**src/rtl/icsp_shift_engine.sv**
```systemverilog
// ICSP serial engine for PIC24-class targets: runs SIX / REGOUT / RAW / SET_MCLR
// commands and produces PGC/PGD/MCLR waveforms at a CLK_DIV-derived bit rate.
module icsp_shift_engine #(
    parameter int CLK_DIV   = 4,
    parameter int PAYLOAD_W = 24,
    parameter int READ_W    = 16,
    parameter int IDLE_CLKS = 8,
    parameter int KEY_W     = 32
) (
    input  logic              clk,
    input  logic              rst,
    input  logic              cmd_valid,
    output logic              cmd_ready,
    input  logic [1:0]        cmd_op,
    input  logic [KEY_W-1:0]  cmd_data,
    output logic              PGCx,
    input  logic              PGDx_in,
    output logic              PGDx_out,
    output logic              PGDx_dir,
    output logic              MCLRn,
    output logic              dvalid,
    output logic [READ_W-1:0] dout,
    output logic              busy,
    output logic [2:0]        dbg_state
);
    // Handshake: a command is taken on any rising clk edge where cmd_valid and
    // cmd_ready are both high; cmd_ready stays low until the engine is idle again.

    localparam int MAX_A    = (KEY_W > PAYLOAD_W) ? KEY_W : PAYLOAD_W;
    localparam int MAX_B    = (READ_W > IDLE_CLKS) ? READ_W : IDLE_CLKS;
    localparam int MAX_C    = (MAX_A > MAX_B) ? MAX_A : MAX_B;
    localparam int MAX_BITS = (MAX_C > 4) ? MAX_C : 4;
    localparam int BW       = $clog2(MAX_BITS + 1);
    localparam int PW       = $clog2(CLK_DIV + 1);
    localparam logic [PW-1:0] PH_LAST = PW'(CLK_DIV - 1);

    localparam logic [1:0] OP_SIX    = 2'd0;
    localparam logic [1:0] OP_REGOUT = 2'd1;
    localparam logic [1:0] OP_RAW    = 2'd2;

    typedef enum logic [2:0] {
        S_IDLE, S_OPC, S_PAYLOAD, S_IDLEC, S_TURN, S_READ, S_RAWSH, S_DONE
    } state_t;

    state_t              state;
    logic [1:0]          op_q;
    logic [3:0]          opc_sh;
    logic [KEY_W-1:0]    data_sh;
    logic [READ_W-1:0]   rd_sh;
    logic [BW-1:0]       bit_cnt;
    logic [PW-1:0]       ph_cnt;
    logic                hi;

    logic                accept;
    logic                ph_end;
    logic                seg_last;
    logic [3:0]          opc_next;
    logic [KEY_W-1:0]    data_shr;
    logic [KEY_W-1:0]    data_shl;
    logic [READ_W-1:0]   rd_next;

    assign accept    = (state == S_IDLE) && cmd_valid && cmd_ready;
    assign ph_end    = (ph_cnt == PH_LAST);
    assign opc_next  = opc_sh >> 1;
    assign data_shr  = data_sh >> 1;
    assign data_shl  = data_sh << 1;
    assign rd_next   = {PGDx_in, rd_sh[READ_W-1:1]};
    assign busy      = ~cmd_ready;
    assign dbg_state = state;

    // Last bit of the current segment; TURN is a single quiet bit period.
    always_comb begin
        seg_last = 1'b0;
        case (state)
            S_OPC:     seg_last = (bit_cnt == BW'(3));
            S_PAYLOAD: seg_last = (bit_cnt == BW'(PAYLOAD_W - 1));
            S_IDLEC:   seg_last = (bit_cnt == BW'(IDLE_CLKS - 1));
            S_TURN:    seg_last = 1'b1;
            S_READ:    seg_last = (bit_cnt == BW'(READ_W - 1));
            S_RAWSH:   seg_last = (bit_cnt == BW'(KEY_W - 1));
            default:   seg_last = 1'b0;
        endcase
    end

    always_ff @(posedge clk or posedge rst) begin
        if (rst) begin
            state     <= S_IDLE;
            op_q      <= '0;
            opc_sh    <= '0;
            data_sh   <= '0;
            rd_sh     <= '0;
            bit_cnt   <= '0;
            ph_cnt    <= '0;
            hi        <= 1'b0;
            cmd_ready <= 1'b0;
            PGCx      <= 1'b0;
            PGDx_out  <= 1'b0;
            PGDx_dir  <= 1'b0;
            MCLRn     <= 1'b0;
            dvalid    <= 1'b0;
            dout      <= '0;
        end else begin
            dvalid <= 1'b0;
            case (state)
                S_IDLE: begin
                    if (accept) begin
                        cmd_ready <= 1'b0;
                        op_q      <= cmd_op;
                        data_sh   <= cmd_data;
                        bit_cnt   <= '0;
                        ph_cnt    <= '0;
                        hi        <= 1'b0;
                        PGCx      <= 1'b0;
                        case (cmd_op)
                            OP_SIX, OP_REGOUT: begin
                                opc_sh   <= {3'b000, cmd_op == OP_REGOUT};
                                PGDx_out <= (cmd_op == OP_REGOUT);
                                PGDx_dir <= 1'b1;
                                state    <= S_OPC;
                            end
                            OP_RAW: begin
                                PGDx_out <= cmd_data[KEY_W-1];
                                PGDx_dir <= 1'b1;
                                state    <= S_RAWSH;
                            end
                            default: begin
                                MCLRn <= cmd_data[0];
                                state <= S_DONE;
                            end
                        endcase
                    end else begin
                        cmd_ready <= 1'b1;
                    end
                end

                S_DONE: begin
                    state     <= S_IDLE;
                    cmd_ready <= 1'b1;
                end

                default: begin
                    if (!ph_end) begin
                        ph_cnt <= ph_cnt + 1'b1;
                    end else begin
                        ph_cnt <= '0;
                        hi     <= ~hi;
                        if (!hi) begin
                            PGCx <= (state != S_TURN);
                        end else begin
                            // PGC falls here; the next bit is presented in the same cycle.
                            PGCx    <= 1'b0;
                            bit_cnt <= seg_last ? '0 : bit_cnt + 1'b1;
                            case (state)
                                S_OPC: begin
                                    if (seg_last) begin
                                        if (op_q == OP_SIX) begin
                                            state    <= S_PAYLOAD;
                                            PGDx_out <= data_sh[0];
                                        end else begin
                                            state    <= S_IDLEC;
                                            PGDx_out <= 1'b0;
                                        end
                                    end else begin
                                        opc_sh   <= opc_next;
                                        PGDx_out <= opc_next[0];
                                    end
                                end
                                S_PAYLOAD: begin
                                    if (seg_last) begin
                                        state    <= S_DONE;
                                        PGDx_out <= 1'b0;
                                        PGDx_dir <= 1'b1;
                                    end else begin
                                        data_sh  <= data_shr;
                                        PGDx_out <= data_shr[0];
                                    end
                                end
                                S_IDLEC: begin
                                    if (seg_last) begin
                                        state    <= S_TURN;
                                        PGDx_dir <= 1'b0;
                                    end
                                end
                                S_TURN: begin
                                    state <= S_READ;
                                end
                                S_READ: begin
                                    rd_sh <= rd_next;
                                    if (seg_last) begin
                                        state    <= S_DONE;
                                        dout     <= rd_next;
                                        dvalid   <= 1'b1;
                                        PGDx_out <= 1'b0;
                                        PGDx_dir <= 1'b0;
                                    end
                                end
                                S_RAWSH: begin
                                    if (seg_last) begin
                                        state    <= S_DONE;
                                        PGDx_out <= 1'b0;
                                        PGDx_dir <= 1'b1;
                                    end else begin
                                        data_sh  <= data_shl;
                                        PGDx_out <= data_shl[KEY_W-1];
                                    end
                                end
                                default: ;
                            endcase
                        end
                    end
                end
            endcase
        end
    end

endmodule

```
**config.mk**
```make
export PLATFORM = sky130hd
export DESIGN_NAME = icsp_shift_engine
export DESIGN_NICKNAME = d
export VERILOG_FILES = /design/src/rtl/icsp_shift_engine.sv
export SDC_FILE = /design/constraint.sdc
export NUM_CORES = 1
export LEC_CHECK = 0
export ABC_AREA = 1
export CORE_MARGIN = 2
export CORE_UTILIZATION = 40
export CTS_CLUSTER_SIZE = 16
export DETAILED_ROUTE_END_ITERATION = 8
export GPL_ROUTABILITY_DRIVEN = 0
export PLACE_DENSITY = 0.72
export SLEW_MARGIN = 20
export SYNTH_ARGS = -nofsm -noshare
export SYNTH_HDL_FRONTEND = slang
export SYNTH_SLANG_ARGS = --single-unit
```
**constraint.sdc**
```tcl
create_clock -name clk -period 2.8 [get_ports clk]
set_input_delay 0.42 -clock clk [delete_from_list [all_inputs] [get_ports clk]]
set_output_delay 0.42 -clock clk [all_outputs]
set_load 0.03 [all_outputs]
```
======== Yosys cells after proc, flatten, opt, wreduce, memory -nomap -nowiden ========
Cells that the tools add are included.
word-level totals
  register bits after elaboration ......... 89
  input port bits ......................... 38
  word-level logic and storage cells ...... 148
operators by class
  add/subtract/negate cells ............... 2
  equality and inequality tests ........... 29
  multiplexer cells ....................... 64
  bitwise operators ....................... 5
  reduce and logical (&&, ||, !) cells .... 33
operators by type and width
  operator               count
  $mux W32               5
  $pmux W32 S2           2
  $reduce_and A7 Y1      4
  $mux W1                24
  $mux W3                8
  $mux W4                6
  $mux W6                4
  $pmux W3 S2            3
  $pmux W1 S2            7
  $eq A3 B3 Y1 const B   4
  $eq A6 B5 Y1 const B   2
  $ne A3 B3 Y1 const B   4
  $pmux W3 S4            1
  $pmux W6 S2            1
  $reduce_bool A3 Y1     4
  $eq A3 B2 Y1 const B   3
  $ne A3 B1 Y1 const B   3
  $ne A4 B4 Y1 const B   2
  $pmux W4 S2            1
  $reduce_and A4 Y1      2
  $reduce_and A8 Y1      1
  $reduce_bool A2 Y1     4
  $reduce_or A2 Y1       4
  $add A6 B1 Y6 const B  1
  22 further kinds       33

======== Longest topological paths before layout ========
Gate-level depths: netlist of run 1.
  depth after elaboration ................. 7
  depth in mapped cells ................... 13
  depth with buffers taken out ............ 12

======== Worst setup path after synthesis of run 1 ========
No wires, ideal clock.
  kind .................................... flip-flop to flip-flop
  start ................................... register state[1], in the netlist dbg_state[1]
  end ..................................... register state[0], in the netlist dbg_state[0]
  data arrival time ....................... 1860 ps
  setup slack ............................. 821 ps
  cell stages (with the launch flop) ...... 12
  period minus slack after synthesis ...... 1979 ps
  cell sequence ........................... dfrtp_1 -> buf_2 -> nor2_2 -> nand2_2 -> buf_2 -> inv_1 -> buf_4 -> a211oi_1 -> a21oi_1 -> nand3_1 -> nand2_1 -> nand2_1
between the ends
  cells in the longest elaborated chain, start to end .. 6
  elaborated cells between the ends (all ways) .. 24
  classes of those cells .................. eq/ne (11); mux (5); reduce/logical (8)
RTL lines
  what                                                 line     text
  from (decl)                                          45       state_t state;
  from (signal assigned)                               87       state <= S_IDLE;
  from (signal assigned)                               119      state <= S_OPC;
  from (signal assigned)                               124      state <= S_RAWSH;
  $eq A3 B3 Y1 / $eq A3 B2 Y1 (equally long branches)  74, 153
  $reduce_or A3 Y1 (no line)                           -
  $pmux W3 S4                                          153      case (state)
  $mux W3                                              147      if (!hi) begin
  $mux W3                                              142      if (!ph_end) begin
  $pmux W3 S2                                          104      case (state)
Parallel ways exist; a longest one is shown, timed or not. The select of a mux whose other input is x is not followed.
A chain may end at the register's enable or synchronous reset.

======== Worst setup path in the final report of run 1 ========
  start ................................... register state[1], in the netlist dbg_state[1]
  end ..................................... register dout[11]
between the ends
  cells in the longest elaborated chain, start to end .. 4
  elaborated cells between the ends (all ways) .. 12
  classes of those cells .................. eq/ne (7); mux (1); bitwise (1); reduce/logical (3)
RTL lines
  what                                                                 line  text
  parallel branches: the longest is 3 deep, another holds $pmux W1 S6  -
  $reduce_and A5 Y1 (no line) (*)                                      -
  to (signal assigned)                                                 191   dout <= rd_next;
  to (decl)                                                            22    output logic [READ_W-1:0] dout,
Mark *: on every way between the ends.

==> metrics.md, run 1 <==
| Metric | Value |
|---|---|
| Status | `finished, final reports clean` |
| Worst hold slack | `0.3558 ns` |
| # diodes | `0` |
| Async set-reset flop share out of synthesis | `between 90% and 100%` |
| Layout cell share with drive strength beyond 1 | `between 6 and 7%` |
| Vias in the first global route | `3401` |
| Placed instance count | `709` |
| Total track usage | `approximately 18%` |
| Synth top area cells | `dfrtp_1 (49%), nand2_1 (14%), o21ai_0 (8.4%), mux2i_1 (6.5%), inv_1 (5.0%)` |
| Number of CTS-inserted buffers | `9` |
| Starting Density | `about two fifths` |
| Yosys warning total | `0` |
| Reg clk slew, reported paths | `~0.1 ns` |
| Yosys reg bits | `84` |
| Top FF cell, synth | `dfrtp_1` |
| Clk root buf | `clkbuf_8` |
| Clk_lat worst skew | `0.37 ns` |
| Largest area contributor in the netlist | `dfrtp_1` |
| Top routing layer used | `met4` |
| Synth Area per Inst | `a little over 8 µm²` |
| Port Buffers | `63` |
| WL met2 | `between 4 and 5 mm` |
| Worst Setup End Kind | `register` |
| Ports | `64` |
| Startpoint Class | `register` |
| # DRC | `0` |
| Die ar. | `0.01161 mm²` |
| Final Hold Vio Count | `0` |
| RSZ-0062 raised after global routing | `no` |
| Final setup vio count | `0` |
| Vias | `3640` |
| Die W | `107.7 µm` |
| Vias/cell | `5.021` |
| Die Ht | `107.7 µm` |
| Final period utilization | `84.36%` |
| Largest net degree at the start of global routing | `65` |
| TritonCTS clock tree | `built` |
| Synth Area in XOR/XNOR | `0.8140%` |
| Area Growth Syn to Fin | `21.25%` |
| Worst slew pin tran | `around 0.8 ns` |
| Multiplexer share of the synthesized area | `6.773%` |
| Slew HR | `47.94%` |
| Clock skew | `0.01557 ns` |
| CTS sink count | `84` |
| Max cap viols | `0` |
| Synthesized area | `approximately 0.0043 mm²` |
| Post-Synthesis Cells | `roughly 530` |
| H-Tree Depth | `3` |
| 1st-iter DRT viols | `200` |
| Most frequent cell after synthesis | `nand2_1` |
| Leakage | `between 0.002 and 0.0025 µW` |
| Synth Area in Simple Gates | `between 10% and 20%` |
| Sequential area share after synthesis | `about 49%` |
| Routed length on met1 | `4.393 mm` |
| Post-cts sizing count | `0` |
| Drt first pass iters | `6` |
| CP Class | `register to register` |
| CP arrival | `2.64 ns` |
| HP Class | `input pin to async pin` |
| Max VDD drop | `0.4282 mV` |
| Post-synth EDFFs | `0` |
| Post-Syn Nets | `569` |
| Post-CTS setup buffer count | `0` |
| Final setup TNS | `0 ns` |
| Fin cells | `725` |
| Routed WL per cell | `13.25 µm` |
| Post-synthesis adder-cell area fraction | `0.5814%` |
| Length of routed met3 wiring | `548 µm` |
| CP Max Fanout | `32` |
| Max clock buf depth | `2` |
| Initial antenna violation count | `0` |
| First-pass GRT wire length | `16.27 mm` |
| Top-area cell type share of the netlist area | `48.84%` |
| Number of routed nets with antenna violations | `0` |
| Max Slew Vio Count | `0` |
| Synth Area in Compound Gates | `14.39%` |
| Fill count | `approximately 990` |
| Finished Cell Area | `0.005219 mm²` |
| # hold bufs at CTS | `0` |
| Global route overflow | `0` |
| Largest family of logic cells by synthesized area | `simple AND/OR/NAND/NOR gates` |
| Critical Path RT | `3.07 ns` |
| Netlist cell types | `31` |
| Pwr/cell area | `984.9 mW/mm²` |
| Core area | `0.01037 mm²` |
| Tmin final | `2.362 ns` |
| Fmax | `0.4234 GHz` |
| Fin nets | `624` |
| # rows | `37` |
| Routed WL | `roughly 9.6 mm` |
| Post-DP HPWL | `6.760 mm` |
| Post-synth top cells | `nand2_1 (155), dfrtp_1 (84), o21ai_0 (72)` |
| Placed inst area | `0.005031 mm²` |
## cell type report
class                      count  area [µm²]  area share (%)
timing repair buffer          70       708.2           13.57
inverter                      60       226.5           4.339
multi-input combinational    359        1824           34.96
tap                          136       170.2           3.261
clock inverter                 7       63.81           1.223
sequential                    84        2102           40.28
clock buffer                   9       123.9           2.374
## report_power, final
| group | switching (µW) | internal, µW |
|---|---|---|
| logic | 1550 | 930 |
| registers | 259 | 1550 |
| clock network | 500 | 344 |
| total | 2310 | 2830 |
## cells by family after synthesis
logic type / after synthesis
AOI/OAI and AO/OA: 116
muxes: 29
and+or+nand+nor: 208
adders and majority gates: 2
xor gates and xnor gates: 4
DFF: 84
buffers and inverters: 86
## layout by cell type (no fill, tap or decap)
cell               n
nand3_2            3
a211oi_1           1
a22o_1             1
nand2_2            3
inv_1             56
inv_6              3
o21ai_1           31
buf_12             2
nor2_1            21
inv_8              2
nand4_1            6
clkinvlp_4         2
clkinv_2           1
o211ai_1           2
buf_4              5
clkbuf_8           9
nand3_1           13
or2_2              1
o21ai_0           72
a21oi_1            4
o211ai_4           1
mux2i_1           28
o41ai_1            1
dfrtp_1           84
nand2_1          155
mux2_2             1
nor3_1             2
nor2_2             4
o31ai_1            2
clkdlybuf4s50_1   63
ha_1               2
xor2_1             4
inv_2              3
a21boi_0           1
## sequential cells by signal, indices dropped and copies added, names as in the netlist
name       flops
data_sh       32
PGDx_out       1
hi             1
dvalid         1
MCLRn          1
bit_cnt        6
dbg_state      3
ph_cnt         3
dout          16
op_q           2
rd_sh         15
cmd_ready      1
PGDx_dir       1
PGCx           1
## path summary, 6_finish.rpt
check	startpoint	slack, ns	cells after the start	endpoint
worst max-delay path	dbg_state[1]	0.44	9	dout[11]
worst min-delay path	rst	0.36	2	dout[1]
worst max register to register	dbg_state[1]	0.44	9	dout[11]
worst min register to register	op_q[0]	0.47	2	op_q[0]
max in group asynchronous	rst	1.79	3	data_sh[9]
min in group clk	op_q[0]	0.47	2	op_q[0]
## critical path: stages, from the launching register on
cell	delay (ns)
dfrtp_1	0.51
inv_2	0.17
nand3_1	0.19
nand2_1	0.13
nand2_1	0.07
nand2_1	0.10
nand3_2	0.14
nand2_1	0.16
nand3_2	0.42
o21ai_0	0.35
## stage by stage
| step | util [%] | setup WS [ns] | power, µW |
|---|---|---|---|
| 6_report | 50.33 | 0.4381 | 5140 |
| 5_1_grt | 50.33 | 0.2263 | 5596 |
| 4_1_cts | 50.33 | 0.5232 | 5163 |
| 3_5_place_dp | 48.52 | 0.5428 | 4301 |
| 3_3_place_gp | 48.52 | 0.6147 | 4229 |
| 2_1_floorplan | - | 0.2149 | 3707 |
## routing by layer
layer / up-vias / global-route usage (%)
met4: 0 / 5.769
met3: 24 / 4.661
met1: 1688 / 24.33
met5: - / 0
li1: 1819 / -
met2: 109 / 27.40
Note: power is estimated with default switching activity, not from simulation.
==> run 2, diff against run 1 <==
Clock period 2.8 ns to 2.3 ns, I/O delays scaled along.
==> metrics.md, run 2 (same netlist as run 1, synthesis figures left out) <==
| Metric | Value |
|---|---|
| Status | `finished, final reports clean` |
| RSZ-0062 raised after global routing | `no` |
| Fill count | `984 (-0.51%)` |
| Max Slew Vio Count | `0 (unchanged)` |
| Core area | `0.01037 mm² (unchanged)` |
| CP arrival | `2.33 ns (-0.31 ns)` |
| Slowest cell delay on critical path | `0.49 ns (-0.02 ns)` |
| Post-DP HPWL | `6.638 mm (-1.8%)` |
| Slew HR | `70.93% (+23 points)` |
| # rows | `37 (unchanged)` |
| Worst slew pin tran | `0.4360 ns (-0.3439 ns)` |
| Port Buffers | `63 (unchanged)` |
| Critical path depth | `11 (+2)` |
| Starting Density | `41.51% (unchanged)` |
| Max cap viols | `0 (unchanged)` |
| Final period utilization | `91.45% (+7.1 points)` |
| Clk root buf | `clkbuf_8` |
| CP max-delay cell | `dfrtp_2` |
| CP top delay family | `simple AND/OR/NAND/NOR gates` |
| Worst hold slack | `0.4564 ns (+0.1006 ns)` |
| Final Hold Vio Count | `0 (unchanged)` |
| Post-cts sizing count | `0 (unchanged)` |
| Pwr/cell area | `1187 mW/mm² (+21%)` |
| Reg2Reg Depth | `11 (+2)` |
| Number of flip-flops in the largest register | `32 (unchanged)` |
| Sw power | `2764 µW (+20%)` |
| Critical Path RT | `2.53 ns (-0.54 ns)` |
| Routed WL | `9.506 mm (-1.0%)` |
| Tmin final | `2.103 ns (-0.2585 ns)` |
| Vias/cell | `4.996 (-0.49%)` |
| Vias | `3637 (-0.082%)` |
| Leakage | `0.002424 µW (+0.29%)` |
| Clk_lat worst skew | `0.36 ns (about the same)` |
| Max VDD drop | `0.6368 mV (+49%)` |
| CP cell instances | `nor2_2, nand2_4, nor2_2, inv_1, nand2_2, nand2_2, inv_2, o211ai_4, buf_12, nand2_1, o21ai_0` |
| Total track usage | `17.66% (-0.096 points)` |
| Initial antenna violation count | `0 (unchanged)` |
| Switching share of total power | `44.45% (-0.51 points)` |
| Number of CTS-inserted buffers | `9 (unchanged)` |
| Combinational fraction of design power | `49.4% (+1.1 points)` |
| Largest net degree at the start of global routing | `85 (+31%)` |
| Post-CTS setup buffer count | `0 (unchanged)` |
| Final WS setup | `0.1966 ns (-0.2415 ns)` |
| H-Tree Depth | `3 (unchanged)` |
| Startpoint Class | `register` |
| Clk pwr share | `15.3% (-1.1 points)` |
| TritonCTS clock tree | `built` |
| # DRC | `0 (unchanged)` |
| Worst Setup End Kind | `register` |
| Most common cell after layout, fill and taps aside | `nand2_1` |
| Fin nets | `627 (+0.48%)` |
| Clock skew | `0.008420 ns (-0.007153 ns)` |
| Most frequent cells in the layout | `nand2_1 (155), dfrtp_1 (82), o21ai_0 (72), clkdlybuf4s50_1 (63), inv_1 (56)` |
| # diodes | `0 (unchanged)` |
| Global route overflow | `0 (unchanged)` |
| 1st-iter DRT viols | `204 (+2.0%)` |
| CTS sink count | `84 (unchanged)` |
| CP Buf/Inv Count | `3 (+2)` |
| CP Class | `register to register` |
| Fmax | `0.4754 GHz (+12%)` |
| Die ar. | `0.01161 mm² (unchanged)` |
| Area Growth Syn to Fin | `21.72%` |
| Vias in the first global route | `3462 (+1.8%)` |
| Die Ht | `107.7 µm (unchanged)` |
| HP Class | `input pin to async pin` |
| Max clock buf depth | `2 (unchanged)` |
| Number of routed nets with antenna violations | `0 (unchanged)` |
| First-pass GRT wire length | `16.36 mm (+0.55%)` |
| Pre-CTS setup slack | `0.1710 ns (-0.3718 ns)` |
| Largest regs | `data_sh (32), dout (16), rd_sh (15)` |
| Ports | `64 (unchanged)` |
| Final setup TNS | `0 ns (unchanged)` |
| Routed WL per cell | `13.06 µm (-1.4%)` |
| Drt first pass iters | `5 (-1)` |
| Reg clk slew, reported paths | `0.09 ns (about the same)` |
| Die W | `107.7 µm (unchanged)` |
| Layout cell share with drive strength beyond 1 | `7.601% (+0.81 points)` |
| Cell Int Power | `3454 µW (+22%)` |
| Final setup vio count | `0 (unchanged)` |
| # hold bufs at CTS | `0 (unchanged)` |
| CP Max Fanout | `64 (+100%)` |
| Power share of the sequential group | `35.3% (about the same)` |
| Register bank with the most flops | `data_sh` |
run 2: changes by cell type in the layout (fill, tap and decap cells not counted):
| cell | change |
|---|---|
| buf_4 | +3 |
| clkinv_4 | +2 |
| dfrtp_1 | -2 |
| dfrtp_2 | +2 |
| inv_6 | -2 |
| inv_8 | -2 |
| clkinv_2 | +1 |
| clkinvlp_4 | +1 |
| nand2_2 | -1 |
| nand2_4 | +1 |
run 2: stage by stage:
stage	cell area (µm²)	power [µW]	util [%]	cells
floorplan	4308	4514	-	529
global placement	5056	5180	48.76	712
detailed placement	5056	5266	48.76	712
CTS	5231	6232	50.45	728
global route	5239	6773	50.52	728
finish	5239	6218	50.52	728
run 2: path summary, 6_finish.rpt:
kind                         startpoint            to  slack [ns]
min                                 rst       dout[7]        0.46
max reg2reg                dbg_state[1]   data_sh[12]        0.20
max in group asynchronous           rst  dbg_state[0]        1.50
max                        dbg_state[1]   data_sh[12]        0.20
min in group clk               PGDx_dir      PGDx_dir        0.48
min reg2reg                    PGDx_dir      PGDx_dir        0.48
run 2: worst min-delay path, delay by kind of cell:
family,cells,cell delay [ns]
buffers and inverters,3,0.90
run 2: final cells by class:
class                           count  area, µm²  share of cell area (%)
Tap cell                          136      170.2                   3.248
Timing Repair Buffer               73      730.7                   13.95
Multi-Input combinational cell    359       1829                   34.92
Clock buffer                        9      123.9                   2.364
Inverter                           60      229.0                   4.371
Clock inverter                      7      51.30                  0.9792
Sequential cell                    84       2105                   40.17
run 2: layer usage:
metal / part of all wire (%) / vias up / GRT usage [%]
met2: 47 / 92 / 26.86
met3: 4.9 / 12 / 2.724
li1: - / 1821 / -
met4: 1.1 / 0 / 6.777
met5: 0 / - / 0
met1: 47 / 1712 / 25.33
run 2: power groups by stage:
stage	Clock, µW	Combinational (µW)	Sequential (µW)
floorplan	0	2210	2300
global placement	0	2980	2200
detailed placement	0	3050	2210
CTS	978	3070	2190
global route	1050	3470	2250
finish	953	3070	2190
==> run 3, diff against run 2 <==
Settings changed: PLACE_DENSITY 0.72 to 0.74.
Clock period 2.3 ns to 1.8 ns, I/O delays scaled along.
==> metrics.md, run 3 (same netlist as run 1, synthesis figures left out) <==
| Metric | Value |
|---|---|
| Status | `finished, violations left` |
| Failing checks | `setup timing` |
| Multi-input gate area | `0.002013 mm² (+10%)` |
| Pwr/cell area | `1650 mW/mm² (+39%)` |
| Reg2Reg Depth | `10 (-1)` |
| Internal reg-to-reg setup slack | `-0.07 ns (-0.27 ns)` |
| Core area | `0.01037 mm² (unchanged)` |
| RSZ-0062 raised after global routing | `yes` |
| CP Class | `register to register` |
| Fin nets | `667 (+6.4%)` |
| # diodes | `0 (unchanged)` |
| Reg-to-reg critical path endpoint | `data_sh[25]` |
| Routed WL per cell | `14.63 µm (+12%)` |
| Area Growth Syn to Fin | `37.21%` |
| Final period utilization | `104.1% (+13 points)` |
| Die ar. | `0.01161 mm² (unchanged)` |
| Port Buffers | `63 (unchanged)` |
| Vias/cell | `5.082 (+1.7%)` |
| Slew HR | `70.58% (-0.35 points)` |
| CP cell instances | `inv_4, nand2_1, nand2_1, nand2_1, nor2_4, nand3_4, o211ai_4, buf_12, clkbuf_16, o21ai_1` |
| Final setup vio count | `18 (+18)` |
| Slowest cell delay on critical path | `0.49 ns (about the same)` |
| Number of CTS-inserted buffers | `9 (unchanged)` |
| Clk_lat worst skew | `0.36 ns (about the same)` |
| Fmax | `0.5339 GHz (+12%)` |
| Number of routed nets with antenna violations | `0 (unchanged)` |
| Final WS setup | `-0.07300 ns (-0.2696 ns)` |
| Worst hold slack | `0.3915 ns (-0.06489 ns)` |
| Worst slew pin tran | `0.4413 ns (+0.005216 ns)` |
| Layout cell share with drive strength beyond 1 | `20.73% (+13 points)` |
| Max VDD drop | `0.6575 mV (+3.3%)` |
| Critical Path RT | `2.05 ns (-0.48 ns)` |
| Largest regs | `data_sh (32), dout (16), rd_sh (15)` |
| Total track usage | `18.99% (+1.3 points)` |
| Setup crit end | `data_sh[25]` |
| Register bank with the most flops | `data_sh` |
| Max clock buf depth | `2 (unchanged)` |
| Fill count | `914 (-7.1%)` |
| Global route overflow | `0 (unchanged)` |
| HP Class | `input pin to async pin` |
| 1st-iter DRT viols | `241 (+18%)` |
| H-Tree Depth | `3 (unchanged)` |
| Max Slew Vio Count | `0 (unchanged)` |
| Initial antenna violation count | `0 (unchanged)` |
| Finished Cell Area | `0.005906 mm² (+13%)` |
| CP arrival | `2.12 ns (-0.21 ns)` |
| Die W | `107.7 µm (unchanged)` |
| Worst Setup End Kind | `register` |
| Placed inst area | `0.005240 mm² (+3.6%)` |
| Vias | `3903 (+7.3%)` |
| Routed WL | `11.23 mm (+18%)` |
| Clk root buf | `clkbuf_8` |
| Pre-CTS setup slack | `-0.08987 ns (-0.2609 ns)` |
| Leakage | `0.002755 µW (+14%)` |
| Starting Density | `41.51% (unchanged)` |
| CP max-delay cell | `dfrtp_2` |
| Worst Setup SP | `dbg_state[0]` |
| Drt first pass iters | `5 (unchanged)` |
| Most common cell after layout, fill and taps aside | `nand2_1` |
| Most frequent CP cell | `nand2_1` |
| Reg2reg start | `dbg_state[0]` |
| Post-DP HPWL | `7.044 mm (+6.1%)` |
| Most frequent cells in the layout | `nand2_1 (136), dfrtp_1 (81), o21ai_0 (68), clkdlybuf4s50_1 (59), inv_1 (52)` |
| Final Hold Vio Count | `0 (unchanged)` |
| Vias in the first global route | `3683 (+6.4%)` |
| Tmin final | `1.873 ns (-0.2304 ns)` |
| Startpoint Class | `register` |
| Ports | `64 (unchanged)` |
| Clock skew | `0.01929 ns (+0.01087 ns)` |
| # DRC | `0 (unchanged)` |
| Reg clk slew, reported paths | `0.10 ns (about the same)` |
| Max cap viols | `0 (unchanged)` |
| Register Area | `0.002106 mm² (about the same)` |
| Number of flip-flops in the largest register | `32 (unchanged)` |
| Largest net degree at the start of global routing | `85 (unchanged)` |
| CP Max Fanout | `10 (-84%)` |
| # rows | `37 (unchanged)` |
| First-pass GRT wire length | `17.52 mm (+7.1%)` |
| CTS sink count | `84 (unchanged)` |
| Die Ht | `107.7 µm (unchanged)` |
| TritonCTS clock tree | `built` |
[run 3: worst min path at each step]
stage,from,depth (start not counted),end
global route,rst,3,dout[0]
CTS,rst,3,dout[3]
global placement,op_q[0],2,op_q[0]
floorplan,PGDx_in,2,dout[15]
finish,rst,3,data_sh[19]
detailed placement,op_q[0],2,op_q[0]
[run 3: power breakdown]
part / leakage [µW] / switching (µW) / internal, µW
logic: 0.00155 / 3060 / 2430
clock network: 0.000104 / 725 / 651
registers: 0.00110 / 449 / 2430
[run 3: critical path, delay by kind of cell, from the launching register on]
kind                   cells  cell delay [ns]
and+or+nand+nor            5             0.47
buffers and inverters      3             0.45
AOI/OAI and AO/OA          2             0.36
DFF                        1             0.49
[run 3: routing by layer]
| layer | global-route usage [%] | part of all wire [%] |
|---|---|---|
| met1 | 26.37 | 43 |
| met5 | 0 | 0 |
| met4 | 6.685 | 1.6 |
| met3 | 3.087 | 5.0 |
| met2 | 30.05 | 51 |
[run 3: area by class of cell]
class,instances,area share (%)
sequential,84,35.66
clock buffer,9,2.097
inverter,60,4.089
clock inverter,7,1.271
tap,136,2.881
timing repair buffer,113,19.92
multi-input combinational,359,34.09
[run 3: timing repair]
| item | CTS | global route |
|---|---|---|
| cloned | 3 | 3 |
| endpoints found under the setup margin | 33 | 60 |
| hold buffers | 0 | 0 |
| pin swaps | 1 | 14 |
| gates resized for setup | 14 | 65 |
| buffers inserted | 9 | 9 |
[run 3: per-stage QoR]
step / util [%] / setup TNS, ns / total power (µW) / std cells
after floorplan: - / -0.5530 / 5862 / 529
after global placement: 50.53 / -0.07439 / 6969 / 731
after detailed placement: 50.53 / -1.099 / 7125 / 731
after CTS: 54.28 / -1.308 / 9022 / 759
after global routing: 56.95 / -3.898 / 10450 / 768
final: 56.95 / -0.8647 / 9747 / 768
